--- src/rtl/apb_axi_fill_engine.sv ---
// APB-programmed AXI4 write-burst fill engine (hardware memset), one burst in flight.
// Define FILL_ENGINE_INCREMENT_EN to make each beat carry PATTERN + running beat index.
module apb_axi_fill_engine #(
  parameter int C_APB_ADDR_BITS    = 16,
  parameter int C_M_AXI_ID_WIDTH   = 2,
  parameter int C_M_AXI_ADDR_WIDTH = 32,
  parameter int C_M_AXI_DATA_WIDTH = 512,
  parameter int C_MAX_BURST        = 16
) (
  input  logic                            CLK,
  input  logic                            RST,
  output logic                            BUSY,
  output logic                            INTR,
  input  logic                            S_PSEL,
  input  logic                            S_PENABLE,
  input  logic                            S_PWRITE,
  input  logic [C_APB_ADDR_BITS-1:0]      S_PADDR,
  input  logic [31:0]                     S_PWDATA,
  output logic [31:0]                     S_PRDATA,
  output logic                            S_PREADY,
  output logic                            S_PSLVERR,
  output logic [C_M_AXI_ID_WIDTH-1:0]     M_AWID,
  output logic [C_M_AXI_ADDR_WIDTH-1:0]   M_AWADDR,
  output logic [7:0]                      M_AWLEN,
  output logic [2:0]                      M_AWSIZE,
  output logic [1:0]                      M_AWBURST,
  output logic                            M_AWLOCK,
  output logic [3:0]                      M_AWCACHE,
  output logic [2:0]                      M_AWPROT,
  output logic [3:0]                      M_AWREGION,
  output logic [3:0]                      M_AWQOS,
  output logic                            M_AWVALID,
  input  logic                            M_AWREADY,
  output logic [C_M_AXI_ID_WIDTH-1:0]     M_WID,
  output logic [C_M_AXI_DATA_WIDTH-1:0]   M_WDATA,
  output logic [C_M_AXI_DATA_WIDTH/8-1:0] M_WSTRB,
  output logic                            M_WLAST,
  output logic                            M_WVALID,
  input  logic                            M_WREADY,
  input  logic [C_M_AXI_ID_WIDTH-1:0]     M_BID,
  input  logic [1:0]                      M_BRESP,
  input  logic                            M_BVALID,
  output logic                            M_BREADY
);
  localparam int AW    = C_M_AXI_ADDR_WIDTH;
  localparam int BYTES = C_M_AXI_DATA_WIDTH / 8;
  localparam int SZ    = $clog2(BYTES);
  localparam int LANES = C_M_AXI_DATA_WIDTH / 32;

  typedef enum logic [2:0] {ST_IDLE, ST_CALC, ST_AW, ST_W, ST_B, ST_FIN} state_t;

  state_t          state;
  logic            irq_en, done, err;
  logic [31:0]     dst_addr, beats, pattern, remaining;
  logic [AW-1:0]   addr;
  logic [8:0]      len, beat_cnt;
  logic            aw_valid, w_valid, w_last, b_ready;
  logic [31:0]     beat_word;

  logic [4:0]  off;
  logic        acc, mapped, wr, busy, start;
  logic [31:0] rdata;

  assign off    = S_PADDR[4:0];
  assign acc    = S_PSEL & S_PENABLE;
  assign mapped = (off == 5'h00) | (off == 5'h04) | (off == 5'h08) | (off == 5'h0C) | (off == 5'h10);
  assign wr     = acc & S_PWRITE & mapped;
  assign busy   = (state != ST_IDLE);
  assign start  = wr & (off == 5'h00) & S_PWDATA[0] & ~busy;

  always_comb begin
    rdata = '0;
    case (off)
      5'h00:   rdata = {30'b0, irq_en, 1'b0};
      5'h04:   rdata = {29'b0, err, done, busy};
      5'h08:   rdata = dst_addr;
      5'h0C:   rdata = beats;
      5'h10:   rdata = pattern;
      default: rdata = '0;
    endcase
  end

  assign S_PRDATA  = (acc & ~S_PWRITE & mapped) ? rdata : 32'h0;
  assign S_PSLVERR = acc & ~mapped;
  assign S_PREADY  = 1'b1;
  assign BUSY      = busy;
  assign INTR      = done & irq_en;

  // Burst length: clipped by remaining beats, max burst and the next 4KB page edge.
  logic [12:0] to_page;
  logic [31:0] page_beats, cap;
  logic [8:0]  next_len;
  assign to_page    = 13'h1000 - {1'b0, addr[11:0]};
  assign page_beats = 32'(to_page >> SZ);
  assign cap        = (page_beats < 32'(C_MAX_BURST)) ? page_beats : 32'(C_MAX_BURST);
  assign next_len   = (remaining < cap) ? remaining[8:0] : cap[8:0];

`ifdef FILL_ENGINE_INCREMENT_EN
  logic [31:0] fill_idx;
  assign beat_word = pattern + fill_idx;
`else
  assign beat_word = pattern;
`endif

  assign M_AWID     = '0;
  assign M_AWADDR   = addr;
  assign M_AWLEN    = 8'(len - 9'd1);
  assign M_AWSIZE   = 3'(SZ);
  assign M_AWBURST  = 2'b01;
  assign M_AWLOCK   = 1'b0;
  assign M_AWCACHE  = 4'b0011;
  assign M_AWPROT   = 3'b000;
  assign M_AWREGION = 4'b0000;
  assign M_AWQOS    = 4'b0000;
  assign M_AWVALID  = aw_valid;
  assign M_WID      = '0;
  assign M_WDATA    = {LANES{beat_word}};
  assign M_WSTRB    = '1;
  assign M_WLAST    = w_last;
  assign M_WVALID   = w_valid;
  assign M_BREADY   = b_ready;

  logic unused_ok;
  assign unused_ok = ^{M_BID, S_PADDR};

  always_ff @(posedge CLK or posedge RST) begin
    if (RST) begin
      state     <= ST_IDLE;
      irq_en    <= 1'b0;
      done      <= 1'b0;
      err       <= 1'b0;
      dst_addr  <= '0;
      beats     <= '0;
      pattern   <= '0;
      remaining <= '0;
      addr      <= '0;
      len       <= '0;
      beat_cnt  <= '0;
      aw_valid  <= 1'b0;
      w_valid   <= 1'b0;
      w_last    <= 1'b0;
      b_ready   <= 1'b0;
`ifdef FILL_ENGINE_INCREMENT_EN
      fill_idx  <= '0;
`endif
    end else begin
      if (wr) begin
        case (off)
          5'h00: irq_en <= S_PWDATA[1];
          5'h04: begin
            if (S_PWDATA[1]) done <= 1'b0;
            if (S_PWDATA[2]) err  <= 1'b0;
          end
          5'h08: if (!busy) dst_addr <= S_PWDATA;
          5'h0C: if (!busy) beats    <= S_PWDATA;
          5'h10: if (!busy) pattern  <= S_PWDATA;
          default: ;
        endcase
      end
      // FSM updates follow the register writes so hardware sets beat W1C clears.
      case (state)
        ST_IDLE: if (start) begin
          done      <= 1'b0;
          err       <= 1'b0;
          addr      <= AW'(dst_addr) & ~AW'(BYTES - 1);
          remaining <= beats;
`ifdef FILL_ENGINE_INCREMENT_EN
          fill_idx  <= '0;
`endif
          state     <= ST_CALC;
        end
        ST_CALC: if (remaining == 32'd0) state <= ST_FIN;
        else begin
          len      <= next_len;
          aw_valid <= 1'b1;
          state    <= ST_AW;
        end
        ST_AW: if (M_AWREADY) begin
          aw_valid <= 1'b0;
          w_valid  <= 1'b1;
          w_last   <= (len == 9'd1);
          beat_cnt <= '0;
          state    <= ST_W;
        end
        ST_W: if (M_WREADY) begin
          beat_cnt <= beat_cnt + 9'd1;
`ifdef FILL_ENGINE_INCREMENT_EN
          fill_idx <= fill_idx + 32'd1;
`endif
          if (w_last) begin
            w_valid <= 1'b0;
            w_last  <= 1'b0;
            b_ready <= 1'b1;
            state   <= ST_B;
          end else begin
            w_last  <= (beat_cnt + 9'd2 == len);
          end
        end
        ST_B: if (M_BVALID) begin
          b_ready <= 1'b0;
          if (M_BRESP == 2'b00) begin
            addr      <= addr + (AW'(len) << SZ);
            remaining <= remaining - 32'(len);
            state     <= ST_CALC;
          end else begin
            err   <= 1'b1;
            state <= ST_FIN;
          end
        end
        ST_FIN: begin
          done  <= 1'b1;
          state <= ST_IDLE;
        end
        default: state <= ST_IDLE;
      endcase
    end
  end
endmodule
--- config.mk ---
export PLATFORM = sky130hd
export DESIGN_NAME = apb_axi_fill_engine
export DESIGN_NICKNAME = d
export VERILOG_FILES = /design/src/rtl/apb_axi_fill_engine.sv
export SDC_FILE = /design/constraint.sdc
export NUM_CORES = 1
export LEC_CHECK = 0
export ABC_AREA = 1
export BUFFER_PORTS_ARGS = -buffer_cell sky130_fd_sc_hd__buf_2
export CORE_AREA = 2 2 291 293
export CTS_CLUSTER_DIAMETER = 40
export DETAILED_ROUTE_END_ITERATION = 8
export DIE_AREA = 0 0 293 295
export HOLD_SLACK_MARGIN = 0.06
export PLACE_DENSITY = 0.44
export SLEW_MARGIN = 30
export SYNTH_ARGS = -nofsm -noshare
export SYNTH_HDL_FRONTEND = slang
export SYNTH_SLANG_ARGS = --single-unit
--- constraint.sdc ---
create_clock -name CLK -period 8.55 [get_ports CLK]
set_clock_uncertainty 0.05 [all_clocks]
set_input_delay 1.71 -clock CLK [delete_from_list [all_inputs] [get_ports CLK]]
set_output_delay 1.71 -clock CLK [all_outputs]
set_load 0.03 [all_outputs]
-- Word-level counts from Yosys, hierarchy flattened
Cells that the tools add are included.
- $add $sub $neg: 6
- multiply operators: 0
- divide/modulo/power cells: 0
- order comparisons: 2
- equality and inequality tests: 18
- shifts and indexed selects: 0
- muxes and demuxes: 50
- bitwise gates (word level): 18
- reduce and logical (&&, ||, !) cells: 20
- operators by type and width (cell ; count):
    32-bit two-way mux ; 7
    32-bit one-hot mux with 5 select lines ; 1
    32-bit one-hot mux with 2 select lines ; 2
    32-bit by 15-bit adder with 32-bit output ; 1
    32-bit zero test ; 1
    32-bit by 7-bit less-than comparator with 1-bit output ; 1
    32-bit by 9-bit subtractor with 32-bit output ; 1
    9-bit two-way mux ; 3
    1-bit two-way mux ; 21
    3-bit two-way mux ; 7
    9-bit one-hot mux with 2 select lines ; 1
    3-bit one-hot mux with 5 select lines ; 1
    3-bit AND reduction ; 5
    2-bit inequality test (second input constant) ; 7
    13-bit by 12-bit subtractor with 13-bit output (first input constant) ; 1
    1-bit one-hot mux with 2 select lines ; 6
    4-bit AND reduction ; 3
    1-bit bitwise AND ; 10
    5-bit by 4-bit equality test with 1-bit output (second input constant) ; 2
    9-bit by 1-bit adder with 9-bit output (second input constant) ; 1
    9-bit by 2-bit adder with 9-bit output (second input constant) ; 1
    9-bit by 1-bit equality test with 1-bit output (second input constant) ; 1
    9-bit equality test ; 1
    2-bit nonzero test ; 4
    other kinds (16) ; 25
- register bits after elaboration: 188
- latch bits: 0
- RAM bits: 0
- ROM bits: 0
- input bits: 60
- output and inout port bits: 681
- logic and storage cells: 129
- memories kept: 0

-- Logic depth before layout (Yosys ltp)
- word-level depth: 11
- gate-level depth with buffers: 17
- gate-level depth less buffers: 17

-- Worst setup path after synthesis
No wires, ideal clock.
- path kind: input-to-output
- start: input port S_PADDR[1]
- end: output port S_PRDATA[2]
- arrival time: 3367 ps
- path slack: 3423 ps
- cell stages on the path: 6
- path through: nor3_2 -> nand3_1 -> clkinv_1 -> clkbuf_1 -> nand2_1 -> a41oi_1
- cells in the longest elaborated chain, start to end: 7
- ends and longest elaborated chain (element ; line ; text):
    from (decl) ; 17 ; input logic [C_APB_ADDR_BITS-1:0] S_PADDR,
    5-bit by 3-bit equality test with 1-bit output / 5-bit zero test (equally long branches) ; 66, 73 ;
    1-bit OR (4 in series) ; 66 ; assign mapped = (off == 5'h00) | (off == 5'h04) | (off == 5'h08) | (off == 5'h0C) | (off == 5'h10);
    1-bit bitwise AND ; 83 ; assign S_PRDATA = (acc & ~S_PWRITE & mapped) ? rdata : 32'h0;
    32-bit two-way mux * ; 83 ;
    to (decl) ; 19 ; output logic [31:0] S_PRDATA,
Every way passes the cells marked *; elsewhere a longest branch is shown, timed or not.

-- Final worst setup path
- start: input port S_PADDR[1]
- end: output port S_PRDATA[15]
The elaborated chain is that of the path after synthesis.

==> reports/summary.txt <==
ANT nets after route = 0
Rel. slew slack = 34.4%
core footprint = 83200 sq um
CP Max Fanout = 19
area leader, netlist = dfrtp_1
synth warn = 0
TNS Setup = 0 ns
Pleak = 9.51 nW
FFs w/ async S/R, synth = 100%
vias in the first global route = 10975
worst path required time = 6.79 ns
worst-margin pin slew = 0.979 ns
Post-Syn Instances = 2133
clock share of power = 19.1%
register share of total power = 29.7%
die area = 86400 sq um
post-DR wirelength/cell = 16.4 um
crit path launch type = input port
P_int = 0.00202 W
Worst Hold Launch = M_AWVALID
Max clock buf depth = 2
Layout Nets = 2350
final hold vios = 0
Post-Route WL = 54900 um
H-tree levels = 4
Post-DP HPWL = 43400 um
Slew Viols, Final = 0
max cap viols = 0
Critical R2R Launch = len[1]
post-layout util = 19.6%
initial antenna violation count = 0
largest net degree at the start of global routing = 118
# rows = 106
# hold bufs at CTS = 0
Yosys reg bits = 182
Die Wd = 293 um
clock latency on the worst-skew pair = 0.45 ns
crit end category = output pin
combinational power share = 51.3%
I/O Pins = 741
Die Ht = 295 um
library cells used by synthesis = 47
Worst Hold Path EP = M_AWVALID
worst reg-to-reg path cell count = 11
Via-to-Cell Ratio = 3.84
CTS buffer count = 17
Min-Delay Path Depth = 2
CTS tree = built
CTS clock-pin slew for the worst setup and hold paths = 0.07 ns
flop-to-flop setup slack = 5.46 ns
Mean Syn Cell Area = 7.20 sq um
DR iter-0 viols = 884
Worst Path Arrival = 4.30 ns
Via Count = 12873
root buf cell = clkbuf_16
post-CTS setup buffers = 0
IO Port Bufs = 631
Peak Freq = 0.165 GHz
worst min path class = flip-flop to flip-flop
overall routing resource usage = 12.1%
post-synthesis instance area = 15400 sq um
critical path class = input port to output pin
DRC = 0
period utilisation layout = 70.9%
synth-to-layout area growth = 6.24%
fin crit period = 6.06 ns
grt ovf = 0
RSZ-0062 raised after global routing = false
Critical R2R Capture = M_AWADDR[28]
ant diodes = 0
Pwr Density = 254 nW/um^2
P_sw = 0.00212 W
Seq/Total Area, Yosys = 29.6%
clock sink count = 182
switch share = 51.2%
synth top area cells = dfrtp_1 30%, buf_4 28%, nand2_1 11%, o21ai_0 5.4%, inv_1 5.0%
GPL Wtd Cong = 0.806
Final setup viols = 0
VDD IR max = 173 uV
first-pass GRT wire length = 77100 um
post-synth top area share = 29.6%
post-cts resize count = 0
Main synth FF type = dfrtp_1
starting density of the core = 18.5%
Post-synth EDFFs = 0
layout cells sized above 1 = 31.1%
1st-pass router iterations = 5
status = finished, final reports clean
cells by family (layout without fill, tap and decap cells):
| logic type | Yosys count | in the layout | synth area share [%] |
|---|---|---|---|
| AND/OR/NAND/NOR | 732 | 732 | 19.9 |
| other | 2 | 97 | 0.0489 |
| adder cells (fa/ha/maj) | 31 | 31 | 2.62 |
| flip-flops | 182 | 182 | 29.6 |
| XOR/XNOR | 29 | 29 | 1.65 |
| buffers and inverters | 842 | 885 | 35.0 |
| AO/OA/AOI/OAI | 315 | 315 | 11.2 |
cell usage in the layout, fill, tap and decap left out, drive strengths merged, types with 5 or more instances in the layout:
cell type / synthesis / final
dfrtp: 182 / 182
conb: 2 / 97
ha: 29 / 29
a21oi: 77 / 77
nor2: 123 / 123
o21ai: 190 / 190
o221ai: 7 / 7
xnor2: 10 / 10
clkbuf: 37 / 21
clkinvlp: 0 / 5
nand2: 464 / 464
o22ai: 5 / 5
o31ai: 5 / 5
or2: 12 / 12
buf: 593 / 642
nand3: 81 / 81
xor2: 19 / 19
inv: 209 / 210
nor3: 23 / 23
nand4: 14 / 14
nor4: 6 / 6
clkinv: 3 / 6
o211ai: 20 / 20
worst max-delay path, stage by stage:
cell	delay [ns]
buf_2	0.11
nor3_2	0.37
inv_1	0.14
nor3_4	0.12
buf_4	0.36
inv_1	0.45
o221ai_1	0.64
nand2_1	0.12
inv_1	0.07
buf_2	0.19
synth_stat cells, types with 4 or more instances:
library cell and number:
a21oi_1 77, buf_2 12, buf_4 577, buf_6 4, clkbuf_1 37, dfrtp_1 182
ha_1 29, inv_1 206, nand2_1 459, nand2_2 5, nand3_1 81, nand3b_1 4
nand4_1 14, nor2_1 119, nor3_1 18, nor4_1 6, o211ai_1 20, o21ai_0 166
o21ai_1 23, o221ai_1 7, o22ai_1 5, or2_2 12, xnor2_1 10, xor2_1 19
routing by layer:
metal | vias to the layer above | part of all wire [%] | wire length [um] | global-route usage (%)
met5 | - | 0 | 0 | 0
met4 | 0 | 1.0 | 555 | 2.04
met3 | 18 | 6.1 | 3350 | 2.07
met2 | 509 | 49 | 26800 | 20.9
met1 | 6018 | 44 | 24100 | 15.9
li1 | 6328 | - | - | -
registers in the layout, indices dropped and copies added (netlist names):
| name | count |
|---|---|
| err | 1 |
| M_AWVALID | 1 |
| state | 3 |
| beats | 32 |
| M_BREADY | 1 |
| beat_cnt | 9 |
| dst_addr | 32 |
| len | 9 |
| done | 1 |
| M_WLAST | 1 |
| M_WVALID | 1 |
| irq_en | 1 |
| beat_word | 32 |
| remaining | 32 |
| M_AWADDR | 26 |
per-stage QoR:
stage	hold slack, ns	setup slack [ns]	cell area (sq um)	total power [W]	instances
after floorplan	0.403	1.85	15700	0.00281	2228
after global placement	0.415	2.34	15800	0.00340	3320
after detailed placement	0.415	2.38	15800	0.00341	3320
after CTS	0.434	2.38	16300	0.00421	3351
after global routing	0.461	2.13	16300	0.00449	3351
final	0.427	2.49	16300	0.00414	3351
worst max-delay path by stage:
stage	from	to	cells after the start
floorplan	RST	M_AWADDR[10]	1
global placement	S_PADDR[1]	S_PRDATA[15]	10
detailed placement	S_PADDR[1]	S_PRDATA[15]	10
CTS	S_PADDR[1]	S_PRDATA[15]	10
global route	S_PADDR[1]	S_PRDATA[15]	10
finish	S_PADDR[1]	S_PRDATA[15]	10
area by class of cell:
type	count	area (sq um)
fillers	9469	66800
multi-input cells	1204	5800
flip-flops and latches	182	4550
repair buffers	642	3240
well taps	1080	1350
inverters	212	810
clock buffers	21	460
clock inverters	10	98.8
power by group through the flow:
stage	Sequential [W]	Combinational, W	Clock [W]
5_1_grt	0.00126	0.00238	0.000844
6_report	0.00123	0.00212	0.000789
3_3_place_gp	0.00125	0.00216	0
3_5_place_dp	0.00125	0.00216	0
2_1_floorplan	0.00129	0.00152	0
4_1_cts	0.00123	0.00217	0.000809
(Power assumes the default switching activity.)
